**config.mk**
```make
export PLATFORM = sky130hd
export DESIGN_NAME = branch_resolve
export DESIGN_NICKNAME = d
export VERILOG_FILES = /design/src/rtl/branch_pkg.sv /design/src/rtl/branch_queue.sv /design/src/rtl/branch_resolve.sv
export SDC_FILE = /design/constraint.sdc
export NUM_CORES = 1
export LEC_CHECK = 0
export BUFFER_PORTS_ARGS = -buffer_cell sky130_fd_sc_hd__clkbuf_2
export CAP_MARGIN = 20
export CORE_MARGIN = 1.5
export CORE_UTILIZATION = 30
export CTS_CLUSTER_SIZE = 12
export DETAILED_ROUTE_END_ITERATION = 8
export HOLD_SLACK_MARGIN = 0.1
export PLACE_DENSITY = 0.52
export SETUP_SLACK_MARGIN = 0.15
export SYNTH_ARGS = -nofsm -noshare
export SYNTH_HDL_FRONTEND = slang
export SYNTH_HIERARCHICAL = 1
export SYNTH_SLANG_ARGS = --single-unit
```
**constraint.sdc**
```tcl
create_clock -name clk -period 3.94 [get_ports clk]
set_input_delay 0.394 -clock clk [delete_from_list [all_inputs] [get_ports clk]]
set_output_delay 0.394 -clock clk [all_outputs]
set_load 0.05 [all_outputs]
```
**src/rtl/branch_pkg.sv**
```systemverilog
// Shared types and default constants for the execute-stage branch resolver.
package branch_pkg;

  localparam int PC_W    = 18;
  localparam int PC_STEP = 4;

  typedef struct packed {
    logic [PC_W-1:0] pc;
    logic            predict;
  } bq_entry_t;

  typedef enum logic {
    RUN   = 1'b0,
    DRAIN = 1'b1
  } resolve_state_t;

endpackage

```
**src/rtl/branch_queue.sv**
```systemverilog
// In-flight branch FIFO: holds {pc, predict} per fetched branch until execute
// resolves it. Clear wins over push/pop so a flush never keeps wrong-path entries.
module branch_queue #(
  parameter int PC_W  = 18,
  parameter int DEPTH = 4
) (
  input  logic                     clk,
  input  logic                     rst,
  input  logic                     push,
  input  logic [PC_W-1:0]          push_pc,
  input  logic                     push_predict,
  input  logic                     pop,
  input  logic                     clear,
  output logic [PC_W-1:0]          head_pc,
  output logic                     head_predict,
  output logic [$clog2(DEPTH):0]   count,
  output logic                     full
);
  import branch_pkg::*;

  localparam int AW = $clog2(DEPTH);
  localparam int CW = AW + 1;

  logic [PC_W-1:0] pc_mem   [DEPTH];
  logic            pred_mem [DEPTH];
  logic [AW-1:0]   wr_ptr;
  logic [AW-1:0]   rd_ptr;

  assign head_pc      = pc_mem[rd_ptr];
  assign head_predict = pred_mem[rd_ptr];
  assign full         = (count == CW'(DEPTH));

  // Pointer and occupancy bookkeeping; pointers wrap naturally at DEPTH.
  always_ff @(posedge clk or posedge rst) begin
    if (rst) begin
      wr_ptr <= '0;
      rd_ptr <= '0;
      count  <= '0;
    end else if (clear) begin
      wr_ptr <= '0;
      rd_ptr <= '0;
      count  <= '0;
    end else begin
      if (push) wr_ptr <= wr_ptr + 1'b1;
      if (pop)  rd_ptr <= rd_ptr + 1'b1;
      case ({push, pop})
        2'b10:   count <= count + 1'b1;
        2'b01:   count <= count - 1'b1;
        default: count <= count;
      endcase
    end
  end

  // Entry storage; contents need no reset because count gates every read.
  always_ff @(posedge clk) begin
    if (push && !clear) begin
      pc_mem[wr_ptr]   <= push_pc;
      pred_mem[wr_ptr] <= push_predict;
    end
  end

endmodule

```
**src/rtl/branch_resolve.sv**
```systemverilog
// Execute-stage branch resolver: retires fetch-time predictions in order,
// trains the predictor, redirects fetch on a mispredict and drains wrong-path
// traffic for FLUSH_CYCLES cycles afterwards.
//
// state | meaning
// RUN   | normal operation: pushes, pops and updates allowed
// DRAIN | wrong-path drain after a redirect: fetch/ex inputs ignored
module branch_resolve #(
  parameter int PC_W         = branch_pkg::PC_W,
  parameter int DEPTH        = 4,
  parameter int PC_STEP      = branch_pkg::PC_STEP,
  parameter int FLUSH_CYCLES = 2,
  parameter int CNT_W        = 32
) (
  input  logic              clk,
  input  logic              rst,
  input  logic              fetch_valid,
  input  logic [PC_W-1:0]   fetch_pc,
  input  logic              fetch_predict,
  output logic              queue_full,
  input  logic              ex_valid,
  input  logic [PC_W-1:0]   ex_pc,
  input  logic              ex_taken,
  input  logic [PC_W-1:0]   ex_target,
  output logic              bp_en,
  output logic              bp_result,
  output logic [PC_W-1:0]   bp_pc,
  output logic              redirect_valid,
  output logic [PC_W-1:0]   redirect_pc,
  output logic              err,
  output logic [CNT_W-1:0]  branch_cnt,
  output logic [CNT_W-1:0]  mispredict_cnt
);
  import branch_pkg::*;

  localparam int DW = $clog2(FLUSH_CYCLES + 1);

  resolve_state_t        state, next_state;
  logic [DW-1:0]         drain_cnt, next_drain_cnt;

  logic [PC_W-1:0]       head_pc;
  logic                  head_predict;
  logic [$clog2(DEPTH):0] q_count;
  logic                  q_full;

  logic run, q_empty, pop_ok, push_ok, pc_mismatch, mispredict_now, err_set;
  logic [PC_W-1:0] fall_pc;

  assign run         = (state == RUN);
  assign q_empty     = (q_count == '0);
  assign pop_ok      = ex_valid & run & !q_empty;
  assign pc_mismatch = (ex_pc != head_pc);
  // A PC mismatch means the queue is out of step with execute; refetching is the safe recovery.
  assign mispredict_now = pop_ok & ((head_predict != ex_taken) | pc_mismatch);
  // Push into a full queue is fine when the head leaves in the same cycle.
  assign push_ok     = fetch_valid & run & (!q_full | pop_ok) & !mispredict_now;
  assign err_set     = (fetch_valid & run & q_full & !pop_ok)
                     | (pop_ok & pc_mismatch)
                     | (ex_valid & run & q_empty);
  assign fall_pc     = ex_pc + PC_W'(PC_STEP);
  assign queue_full  = q_full;

  branch_queue #(
    .PC_W  (PC_W),
    .DEPTH (DEPTH)
  ) u_queue (
    .clk          (clk),
    .rst          (rst),
    .push         (push_ok),
    .push_pc      (fetch_pc),
    .push_predict (fetch_predict),
    .pop          (pop_ok),
    .clear        (mispredict_now),
    .head_pc      (head_pc),
    .head_predict (head_predict),
    .count        (q_count),
    .full         (q_full)
  );

  // FSM state and drain counter registers.
  always_ff @(posedge clk or posedge rst) begin
    if (rst) begin
      state     <= RUN;
      drain_cnt <= '0;
    end else begin
      state     <= next_state;
      drain_cnt <= next_drain_cnt;
    end
  end

  // Next-state: enter DRAIN on a mispredict, leave when the counter reaches 1.
  always_comb begin
    next_state     = state;
    next_drain_cnt = drain_cnt;
    case (state)
      RUN: begin
        if (mispredict_now) begin
          next_state     = DRAIN;
          next_drain_cnt = DW'(FLUSH_CYCLES);
        end
      end
      DRAIN: begin
        if (drain_cnt <= DW'(1)) begin
          next_state     = RUN;
          next_drain_cnt = '0;
        end else begin
          next_drain_cnt = drain_cnt - 1'b1;
        end
      end
      default: next_state = RUN;
    endcase
  end

  // Predictor training and redirect outputs, one cycle after resolution.
  always_ff @(posedge clk or posedge rst) begin
    if (rst) begin
      bp_en          <= 1'b0;
      bp_result      <= 1'b0;
      bp_pc          <= '0;
      redirect_valid <= 1'b0;
      redirect_pc    <= '0;
    end else begin
      bp_en          <= pop_ok;
      redirect_valid <= mispredict_now;
      if (pop_ok) begin
        bp_result <= ex_taken;
        bp_pc     <= ex_pc;
      end
      if (mispredict_now) begin
        redirect_pc <= ex_taken ? ex_target : fall_pc;
      end
    end
  end

  // Sticky error flag and saturating performance counters.
  always_ff @(posedge clk or posedge rst) begin
    if (rst) begin
      err            <= 1'b0;
      branch_cnt     <= '0;
      mispredict_cnt <= '0;
    end else begin
      if (err_set) err <= 1'b1;
      if (pop_ok && (branch_cnt != '1)) branch_cnt <= branch_cnt + 1'b1;
      if (mispredict_now && (mispredict_cnt != '1)) mispredict_cnt <= mispredict_cnt + 1'b1;
    end
  end

endmodule

```
* Word-level counts from Yosys, hierarchy flattened
Memory sizes are Yosys's and may differ from the RTL's. Index checks and enable logic that the tools add are counted.
Word-level totals: bits of input ports 60, memory bits (writable) 76, output and inout port bits 105, bits in read-only memories 0, flip-flop bits (word level) 114, memories 2, logic and storage cells 73, bits in latches 0
Memories:
- u_queue.pc_mem | words 4, width 18, rd ports 1, clocked after Yosys merged registers in 0, wr ports 1, RTL line branch_queue.sv:24 | logic [PC_W-1:0] pc_mem [DEPTH];
- u_queue.pred_mem | words 4, width 1, rd ports 1, clocked after Yosys merged registers in 0, wr ports 1, RTL line branch_queue.sv:25 | logic pred_mem [DEPTH];
Cells by class: mux-type cells 15, shift operators 0, reduce and logical (&&, ||, !) cells 11, $add $sub $neg 8, eq/ne operators 8, $mul 0, divide/modulo/power cells 0, bitwise operators 15, magnitude comparators 1
Operators by type and width (number):
- 32-bit by 1-bit adder with 32-bit output, second input constant | 2
- 32-bit != test, second input constant | 2
- 18-bit by 3-bit adder with 18-bit output, second input constant | 1
- 18-bit two-way mux | 1
- 18-bit != test | 1
- 2-bit two-way mux | 6
- 1-bit AND | 10
- 3-bit one-hot mux with 2 select lines | 1
- 2-bit by 1-bit adder with 2-bit output, second input constant | 2
- 1-bit zero test | 4
- 1-bit two-way mux | 4
- 1-bit OR | 4
- 2-bit one-hot mux with 2 select lines | 1
- 2-bit nonzero test | 2
- 3-bit by 1-bit adder with 3-bit output, second input constant | 1
- 3-bit == test, second input constant | 1
- 1-bit logical AND | 3
- 3-bit zero test | 1
- 3-bit two-way mux | 1
- 3-bit nonzero test | 1
- 3-bit by 1-bit subtractor with 3-bit output, second input constant | 1
- 2-bit by 1-bit == test with 1-bit output, second input constant | 1
- 2-bit == test, second input constant | 1
- 2-bit by 1-bit less-or-equal comparator with 1-bit output, second input constant | 1
- 5 further kinds | 5

* Depth between registers and ports, before layout
Gate-level depths: netlist (run 1).
word-level depth 9, depth in mapped cells 14, depth with buffers taken out 11

* Cells and area by module
The synthesis (run 1) kept the hierarchy.
Modules (own cells, without submodules):
- branch_resolve | sequential area each 2677.6 µm², times used 1, cells each 549, area an instance 5336.4 µm²
- branch_queue | sequential area each 2457.4 µm², times used 1, cells each 142, area an instance 3198.1 µm²

* Worst setup path before layout (run 1)
Ideal clock, no wire load.
path kind reg-to-reg, start reg u_queue.rd_ptr[0], end mem u_queue.pc_mem[0][0] (enable), buffers on the path 3, stages on the path, launching flop included 12, setup time 377 ps, setup slack 298 ps, arrival time 3265 ps, clock period less this slack 3642 ps, data required time 3563 ps, cells stage by stage dfrtp_1 -> buf_6 -> mux4_2 -> xor2_1 -> nor4_1 -> nand3_1 -> o21ai_2 -> clkbuf_1 -> and4_1 -> buf_2 -> nor2b_1 -> and2_1
Between the ends: longest elaborated chain between the ends 9, elaborated cells on any way between the ends 11, classes of those cells eq/ne (2); mux (2); bitwise (3); reduce/logical (2); memory (2)
RTL lines:
- from (decl) | RTL line branch_queue.sv:27 | logic [AW-1:0] rd_ptr;
- from (signal assigned) | RTL line branch_queue.sv:45 | if (pop) rd_ptr <= rd_ptr + 1'b1;
- memory read 4 x 18 bit
- via head_pc[14] | RTL line branch_resolve.sv:41 | logic [PC_W-1:0] head_pc;
- 18-bit != test | RTL line branch_resolve.sv:52 | assign pc_mismatch = (ex_pc != head_pc);
- 1-bit OR | RTL line branch_resolve.sv:54 | assign mispredict_now = pop_ok & ((head_predict != ex_taken) | pc_mismatch);
- 1-bit AND | RTL line branch_resolve.sv:54
- 1-bit zero test | RTL line branch_resolve.sv:56 | assign push_ok = fetch_valid & run & (!q_full | pop_ok) & !mispredict_now;
- 1-bit AND | RTL line branch_resolve.sv:56
- via push_ok | RTL line branch_resolve.sv:46 | logic run, q_empty, pop_ok, push_ok, pc_mismatch, mispredict_now, err_set;
- 1-bit logical AND | RTL line branch_queue.sv:56 | if (push && !clear) begin
- 1-bit two-way mux | RTL line branch_queue.sv:56
- 1-bit two-way mux (implied by the code) | RTL line branch_queue.sv:57 | pc_mem[wr_ptr] <= push_pc;
- to (decl) | RTL line branch_queue.sv:24
The timed path passes the listed nets, and every way through them passes these cells.

* Worst setup path after layout (run 1)
start reg u_queue.rd_ptr[0], end mem u_queue.pc_mem[1][16] (enable)
Same word-level chain as after synthesis.

==> results of run 1 <==
final cells by class:
type,instances,area (µm²),area share
Clock buffer,24,526,0.0500
Clock inverter,8,88.8,0.00845
Inverter,15,58.8,0.00559
Multi-Input combinational cell,458,3220,0.306
Sequential cell,190,5130,0.488
Tap cell,378,473,0.0450
Timing Repair Buffer,181,1010,0.0964
cell usage in the layout, fill, tap and decap left out, types with 8 or more instances in the layout:
| cell | instances |
|---|---|
| a21oi_1 | 12 |
| and3_1 | 11 |
| buf_4 | 11 |
| clkbuf_16 | 20 |
| clkbuf_2 | 164 |
| dfrtp_1 | 114 |
| edfxtp_1 | 76 |
| inv_1 | 12 |
| mux4_2 | 18 |
| nand2_1 | 106 |
| nand3_1 | 30 |
| nand4_1 | 23 |
| nor2_1 | 43 |
| nor3_1 | 22 |
| nor4_1 | 8 |
| o21ai_0 | 23 |
| xnor2_1 | 38 |
| xor2_1 | 59 |
timing repair:
| action | in CTS | in global routing |
|---|---|---|
| endpoints found under the hold margin | 18 | 0 |
| resized for setup | 0 | 1 |
| endpoints found under the setup margin | 0 | 77 |
| buffers inserted | 0 | 1 |
| hold buffers | 1 | 0 |
sequential cells by signal, indices dropped and copies added (netlist names):
register and count:
bp_en 1, bp_pc 18, bp_result 1, branch_cnt 32, drain_cnt 2, err 1
mispredict_cnt 32, redirect_pc 18, redirect_valid 1, state 1, u_queue/count 3, u_queue/pc_mem 72
u_queue/pred_mem 4, u_queue/rd_ptr 2, u_queue/wr_ptr 2
critical path, cell delays in order (launching register included):
cell and delay (ns):
dfrtp_1 0.38, buf_12 0.21, mux4_2 0.53, xor2_1 0.17, nor4_2 0.41, nand3_1 0.22
o21ai_4 0.20, and4_1 0.23, buf_4 0.17, nor2b_1 0.25, and2_1 0.19, buf_4 0.23
power breakdown:
part	switching (W)	leakage (nW)	total, W	internal (W)
combinational	0.00180	2.18	0.00258	0.000782
sequential	0.000252	2.15	0.00270	0.00245
clock	0.000764	0.294	0.00178	0.00102
total	0.00281	4.63	0.00706	0.00425
path summary, 6_finish.rpt:
check	cells after the start	endpoint	from
min in group asynchronous	3	bp_pc[4]$_DFFE_PP0P_	rst
worst min-delay path	1	u_queue/pc_mem[2][13]$_DFFE_PP_	fetch_pc[13]
worst max register to register	11	u_queue/pc_mem[1][16]$_DFFE_PP_	u_queue/rd_ptr[0]$_DFFE_PP0P_
worst max-delay path	11	u_queue/pc_mem[1][16]$_DFFE_PP_	u_queue/rd_ptr[0]$_DFFE_PP0P_
max in group asynchronous	4	bp_pc[17]$_DFFE_PP0P_	rst
worst min register to register	1	err$_DFFE_PP0P_	err$_DFFE_PP0P_
kinds of logic (layout without fill, tap and decap cells):
family / Yosys count / after routing / share of synthesized area
and+or+nand+nor: 279 / 279 / 0.167
adders and majority gates: 8 / 8 / 0.0126
buffers and inverters: 43 / 228 / 0.0235
muxes: 33 / 33 / 0.0685
AOI/OAI and AO/OA: 40 / 40 / 0.0258
DFF: 190 / 190 / 0.602
xor gates and xnor gates: 98 / 98 / 0.101
metal layers:
layer | wire, µm | GRT usage
met1 | 9950 | 0.204
met4 | 223 | 0.0496
met3 | 1070 | 0.0281
met2 | 10200 | 0.236
met5 | 0 | 0
stage by stage:
stage / cell area [µm²] / total power (W)
final: 10500 / 0.00706
after global routing: 10500 / 0.00744
after CTS: 10500 / 0.00716
after detailed placement: 9880 / 0.00535
after global placement: 9880 / 0.00533
after floorplan: 8530 / 0.00464
==> out/metrics.cfg, run 1 <==
[yosys]
synth_cells=691
yosysTopAreaCell=dfrtp_1
yosysSeqAreaShare=0.602
syn-cell-area_um2=8530
yosysMostFrequentCell=dfrtp_1
yosys.area.top_type_share=0.334
syn_area_per_cell_um2=12.4
ys_warn_count=6
async_flop_share=0.600
synth.cells.most_frequent=dfrtp_1, nand2_1, edfxtp_1
synth_nets=759
synth_edf_count=76
synth.area.top_cells=dfrtp_1, edfxtp_1, xor2_1
ys_types=51
ys_ff_latch=190
synth_ff_type=dfrtp_1

[timing]
timing.final.ws_setup_ns=0.432
hold_violations=0
finalMaxSlewViolations=0
slew_headroom=0.619
hold_ws_ns=0.188
setup_violations=0
period_needed_ns=3.51
rsz0062_at_grt=false
fin_skew_ns=0.0139
period_share=0.890
tns_ns=0
worst_pin_slew_ns=0.567
timing.fmax_ghz=0.285

[setup_path]
crit_required_ns=4.05
cp-start-kind=flip-flop
cp.arrival_ns=3.62
crit_type=flip-flop to flip-flop
path_max_fanout=21
r2r_slack_ns=0.43
endpoint_kind=flip-flop

[clock_tree]
clk_latency_ns=0.42
cts_buffers=17
clkTransAtPathRegs_ns=0.07
cts_tree=yes
cts_buffer_depth=2
root_buffer=clkbuf_16
clkSinkCount=190
cts-htree-levels=4

[placement]
hpwl_um=15500
port_buffers=164
place_ws_ns=0.293
dp_cells=1220
gp_congestion=0.765

[run]
max_cap_violations=0

[layout]
nets=931
fin_util=0.378
fill_cells=2699
post_layout_nonfiller_instances=1254
diodes=0
drive_gt1_frac=0.289
area_growth_pct=23.2

[drt]
num_vias=5790
wl_per_cell_um=17.1
wirelength_um=21500
drcViolationCount=0
ant_nets=0
via_per_inst=4.62
drtIter0Drc=309
firstDrtPassIters=6

[power_and_ir_drop]
ir_drop_v=0.000299
power.density_nw_per_um2=671
p_leak_nw=4.63

[grt]
grt_pass1_vias=5721
gr-total-overflow=0
grt_pass1_wl_um=32700
grt_max_degree=97
grt_antenna_before_repair=0
grt_use_total=0.149

[floorplanning]
rows=61
core_area_um2=27900
die-area_um2=29500
initial_utilization=0.306
die_h_um=172
fp.dieW_um=172
io_pins=165

[run_status]
status=completed

[min_path]
worstHoldPathType=input pin to flip-flop

No activity file was read; power rests on OpenSTA's default activity.
==> run 2, diff against run 1 <==
--- a/config.mk
+++ b/config.mk
@@ -12,9 +12,8 @@
 export CTS_CLUSTER_SIZE = 12
 export DETAILED_ROUTE_END_ITERATION = 8
 export HOLD_SLACK_MARGIN = 0.1
-export PLACE_DENSITY = 0.52
+export PLACE_DENSITY = 0.58
 export SETUP_SLACK_MARGIN = 0.15
 export SYNTH_ARGS = -nofsm -noshare
 export SYNTH_HDL_FRONTEND = slang
-export SYNTH_HIERARCHICAL = 1
 export SYNTH_SLANG_ARGS = --single-unit
==> out/metrics.cfg, run 2 <==
[power_and_ir_drop]
ir_drop_v=0.000319
comb_power_share=0.331
p_leak_nw=4.53
p_total_w=0.00653
p_sw_w=0.00269
sw_frac_of_total=0.412
power.density_nw_per_um2=630
power_frac_clock=0.257
pwr-share-seq=0.412
intPower_w=0.00384

[floorplanning]
rows=61
die_h_um=172
fp.dieW_um=172
initial_utilization=0.306
die-area_um2=29400
io_pins=165
core_area_um2=27900

[clock_tree]
cts_resized=0
root_buffer=clkbuf_16
clk_latency_ns=0.43
post_cts_buffers=0
clkTransAtPathRegs_ns=0.08
cts-htree-levels=4
cts_buffer_depth=2
cts_tree=yes
cts_buffers=17
clkSinkCount=190
cts_hold_buf=0

[run]
max_cap_violations=0

[layout]
nets=920
post_layout_nonfiller_instances=1243
area_growth_pct=21.6
largest_reg_flops=72
diodes=0
drive_gt1_frac=0.282
top_regs=u_queue.pc_mem x72, branch_cnt x32, mispredict_cnt x32
regMostFlops=u_queue.pc_mem
final_common_cell=clkbuf_2
final_cell_mix=clkbuf_2, dfrtp_1, nand2_1
fin_util=0.372

[timing]
timing.final.ws_setup_ns=0.521
timing.fmax_ghz=0.292
fin_skew_ns=0.0148
slew_headroom=0.364
period_needed_ns=3.42
worst_pin_slew_ns=0.954
setup_violations=0
period_share=0.868
tns_ns=0
hold_violations=0
finalMaxSlewViolations=0
rsz0062_at_grt=false

[grt]
grt_pass1_vias=5550
grt_antenna_before_repair=0
grt_use_total=0.143
gr-total-overflow=0
grt_pass1_wl_um=31600
grt_max_degree=76

[yosys]
ys_types=52
yosys.area.top_type_share=0.335
async_flop_share=0.600
ys_warn_count=0
synth_edf_count=76
synth.cells.most_frequent=dfrtp_1, nand2_1, edfxtp_1
synth_cells=682
synth_nets=750
synth_ff_type=dfrtp_1
syn_area_per_cell_um2=12.5
syn-cell-area_um2=8530
yosysTopAreaCell=dfrtp_1
yosysMostFrequentCell=dfrtp_1
yosysSeqAreaShare=0.602
synth.area.top_cells=dfrtp_1, edfxtp_1, xnor2_1
ys_ff_latch=190

[drt]
num_vias=5704
drtIter0Drc=435
drcViolationCount=0
via_per_inst=4.59
ant_nets=0
wirelength_um=20500
firstDrtPassIters=4
wl_per_cell_um=16.5

[placement]
port_buffers=164
gp_congestion=0.816
place_ws_ns=0.517
hpwl_um=15000
dp_cells=1211

[setup_path]
endpoint_kind=flip-flop
path_max_fanout=22
cp.arrival_ns=3.76
cp-start-kind=flip-flop
crit_type=flip-flop to flip-flop
crit_required_ns=4.28

[min_path]
worstHoldPathType=input pin to async pin

[run_status]
status=completed

run 2: cell types whose count changed after synthesis, moves of 6 or more:
cell	before	now
nor3_1	22	15
and3_1	11	21
xnor2_1	38	69
nor4_1	9	2
mux4_2	18	12
nand4_1	23	30
xor2_1	59	25
mux4_1	1	7
run 2: kinds of logic after synthesis:
kind of cell / Yosys count / synth area share
AOI/OAI and AO/OA: 49 / 0.0359
xor gates and xnor gates: 95 / 0.0984
adders and majority gates: 8 / 0.0126
buffers and inverters: 44 / 0.0246
DFF: 190 / 0.602
muxes: 31 / 0.0682
and+or+nand+nor: 265 / 0.158
run 2: cell type report:
type	count	area [µm²]
clock inverter	14	145
inverter	17	66.3
sequential	190	5130
clock buffer	18	429
timing repair buffer	178	938
multi-input combinational	448	3180
fill	2733	17500
tap	378	473
run 2: routing by layer:
metal | global-route usage | vias to the layer above | wire [µm]
li1 | - | 2768 | -
met1 | 0.196 | 2773 | 9270
met2 | 0.228 | 154 | 9750
met3 | 0.0320 | 9 | 1410
met4 | 0.0339 | 0 | 110
met5 | 0 | - | 0
run 2: worst paths after layout:
path,from,to,slack (ns),cells past startpoint
worst max-delay path,u_queue.rd_ptr[0]$_DFFE_PP0P_,u_queue.count[2]$_DFFE_PP0P_,0.52,12
worst min-delay path,rst,branch_cnt[6]$_DFFE_PP0P_,0.16,2
worst max register to register,u_queue.rd_ptr[0]$_DFFE_PP0P_,u_queue.count[2]$_DFFE_PP0P_,0.52,12
worst min register to register,bp_pc[4]$_DFFE_PP0P_,bp_pc[4]$_DFFE_PP0P_,0.48,2
max in group asynchronous,rst,err$_DFFE_PP0P_,2.87,3
min in group clk,fetch_pc[17],u_queue.pc_mem[1][17]$_DFFE_PP_,0.19,1
run 2: power groups by stage:
stage / Combinational [W] / Clock, W / Sequential (W)
2_1_floorplan: 0.000767 / 0 / 0.00355
3_3_place_gp: 0.00216 / 0 / 0.00272
3_5_place_dp: 0.00218 / 0 / 0.00274
4_1_cts: 0.00218 / 0.00175 / 0.00270
5_1_grt: 0.00234 / 0.00182 / 0.00274
6_report: 0.00216 / 0.00168 / 0.00269
run 2: per-stage QoR:
| stage | hold slack (ns) | cell area (µm²) |
|---|---|---|
| detailed placement | 0.461 | 9800 |
| floorplan | 0.465 | 8530 |
| finish | 0.158 | 10400 |
| global route | 0.166 | 10400 |
| global placement | 0.460 | 9800 |
| CTS | 0.163 | 10400 |
run 2: critical path, cell delays in order (launching register included):
cell and delay (ns):
dfrtp_1 0.38, buf_12 0.20, mux4_1 0.58, xnor2_1 0.19, nand4_2 0.18, nor3b_4 0.30, and2_4 0.26, a21oi_1 0.09
fa_1 0.47, nor3_1 0.21, nand4_1 0.11, and3_1 0.20, a211oi_2 0.15
==> run 3, diff against run 2 <==
--- a/config.mk
+++ b/config.mk
@@ -7,12 +7,14 @@
 export LEC_CHECK = 0
 export BUFFER_PORTS_ARGS = -buffer_cell sky130_fd_sc_hd__clkbuf_2
 export CAP_MARGIN = 20
+export CELL_PAD_IN_SITES_DETAIL_PLACEMENT = 2
+export CELL_PAD_IN_SITES_GLOBAL_PLACEMENT = 2
 export CORE_MARGIN = 1.5
 export CORE_UTILIZATION = 30
 export CTS_CLUSTER_SIZE = 12
 export DETAILED_ROUTE_END_ITERATION = 8
 export HOLD_SLACK_MARGIN = 0.1
-export PLACE_DENSITY = 0.58
+export PLACE_DENSITY = 0.76
 export SETUP_SLACK_MARGIN = 0.15
 export SYNTH_ARGS = -nofsm -noshare
 export SYNTH_HDL_FRONTEND = slang
==> out/metrics.cfg, run 3 (synthesis results as in run 2) <==
[clock_tree]
cts_buffer_depth=2
cts-htree-levels=4
clk_latency_ns=0.45
cts_buffers=17
clkSinkCount=190
clkTransAtPathRegs_ns=0.09
root_buffer=clkbuf_16
cts_tree=yes

[setup_path]
cp.arrival_ns=3.87
path_max_fanout=17
crit_buf_inv=1
max_stage_delay_ns=0.58
cp_top_family=simple AND/OR/NAND/NOR gates
crit_type=flip-flop to flip-flop
endpoint_kind=flip-flop
path_common_cell=nand4_1
cp-start-kind=flip-flop
crit_required_ns=4.30
crit_slowest_cell=mux4_1
critical_path.cell_chain=buf_12, mux4_1, xnor2_1, nand4_1, nor3_4, and2_4, a21oi_1, fa_1, nor3_1, nand4_1, and3_1, a211oi_2

[power_and_ir_drop]
power_frac_clock=0.278
power.density_nw_per_um2=649
sw_frac_of_total=0.425
pwr-share-seq=0.400
intPower_w=0.00390
comb_power_share=0.323
ir_drop_v=0.000309
p_leak_nw=4.56
p_sw_w=0.00289

[layout]
final_common_cell=clkbuf_2
regMostFlops=u_queue.pc_mem
final_cell_mix=clkbuf_2, dfrtp_1, nand2_1
top_regs=u_queue.pc_mem x72, branch_cnt x32, mispredict_cnt x32
fin_util=0.376
area_growth_pct=22.8
design_area_um2=10500
fill_cells=2908
nets=921
drive_gt1_frac=0.288
largest_reg_flops=72

[grt]
grt_pass1_vias=6492
grt_pass1_wl_um=38000
gr-total-overflow=0
grt_use_total=0.171
grt_max_degree=115
grt_antenna_before_repair=1

[floorplanning]
die-area_um2=29400
fp.dieW_um=172
io_pins=165
die_h_um=172
core_area_um2=27900
rows=61
initial_utilization=0.306

[min_path]
worstHoldPathType=input pin to async pin

[drt]
via_per_inst=4.75
ant_nets=0
wl_per_cell_um=19.3
num_vias=5919
wirelength_um=24100
firstDrtPassIters=5
drcViolationCount=0
drtIter0Drc=273

[timing]
slew_headroom=0.519
finalMaxSlewViolations=0
timing.fmax_ghz=0.285
setup_violations=0
tns_ns=0
period_share=0.892
period_needed_ns=3.51
fin_skew_ns=0.0216
rsz0062_at_grt=false
timing.final.ws_setup_ns=0.427
hold_violations=0
worst_pin_slew_ns=0.719

[placement]
port_buffers=164
place_area_um2=9800
hpwl_um=17400
place_ws_ns=0.321
gp_congestion=0.732

[run]
max_cap_violations=0

[run_status]
status=completed

-- run 3: cell types whose count changed in the layout (fill, tap and decap cells not counted), sizes merged --
| cell | previous run | this run |
|---|---|---|
| inv | 24 | 29 |
| clkinv | 7 | 3 |
| diode | 0 | 2 |
| buf | 14 | 15 |
| clkbuf | 182 | 181 |
-- run 3: power groups by stage --
stage | Clock (W) | Sequential (W) | Combinational [W]
finish | 0.00188 | 0.00271 | 0.00219
detailed placement | 0 | 0.00276 | 0.00223
floorplan | 0 | 0.00355 | 0.000767
CTS | 0.00193 | 0.00272 | 0.00224
global placement | 0 | 0.00274 | 0.00217
global route | 0.00200 | 0.00276 | 0.00239
-- run 3: layer usage --
metal	vias up	global-route usage	part of all wire
li1	2759	-	-
met1	3023	0.227	0.44
met2	113	0.284	0.50
met3	24	0.0274	0.041
met4	0	0.0580	0.018
met5	-	0	0
-- run 3: final cells by class --
type | count | area (µm²) | area share
antenna | 2 | 5.00 | 0.000478
clock buffer | 17 | 425 | 0.0406
clock inverter | 15 | 220 | 0.0210
inverter | 17 | 66.3 | 0.00633
multi-input combinational | 448 | 3180 | 0.304
sequential | 190 | 5140 | 0.491
tap | 378 | 473 | 0.0452
timing repair buffer | 179 | 958 | 0.0916
-- run 3: worst paths after layout --
check / startpoint / endpoint / slack (ns) / depth (start not counted)
max reg2reg: u_queue.rd_ptr[0]$_DFFE_PP0P_ / u_queue.count[2]$_DFFE_PP0P_ / 0.43 / 12
max in group asynchronous: rst / u_queue.wr_ptr[0]$_DFFE_PP0P_ / 3.34 / 3
max: u_queue.rd_ptr[0]$_DFFE_PP0P_ / u_queue.count[2]$_DFFE_PP0P_ / 0.43 / 12
min: rst / branch_cnt[14]$_DFFE_PP0P_ / 0.10 / 3
min reg2reg: err$_DFFE_PP0P_ / err$_DFFE_PP0P_ / 0.47 / 1
min in group clk: fetch_pc[3] / u_queue.pc_mem[1][3]$_DFFE_PP_ / 0.17 / 1
-- run 3: per-stage QoR --
step	power, W	hold slack [ns]	cells
6_report	0.00679	0.102	1246
5_1_grt	0.00715	0.144	1244
4_1_cts	0.00689	0.130	1242
3_5_place_dp	0.00499	0.455	1210
3_3_place_gp	0.00490	0.460	1210
2_1_floorplan	0.00431	0.465	682
-- run 3: what timing repair did --
item | CTS | global route
setup buffers | 0 | 2
resized for setup | 0 | 2
hold buffers | 0 | 0
endpoints found under the setup margin | 0 | 1
-- run 3: worst register-to-register path: cells and delay by family, from the launching register on --
kind / cells / cell delay (ns)
flip-flops: 1 / 0.48
buffers and inverters: 1 / 0.21
AND/OR/NAND/NOR: 6 / 1.27
multiplexers: 1 / 0.59
AO/OA/AOI/OAI: 2 / 0.23
XOR/XNOR: 1 / 0.20
adder cells (fa/ha/maj): 1 / 0.47
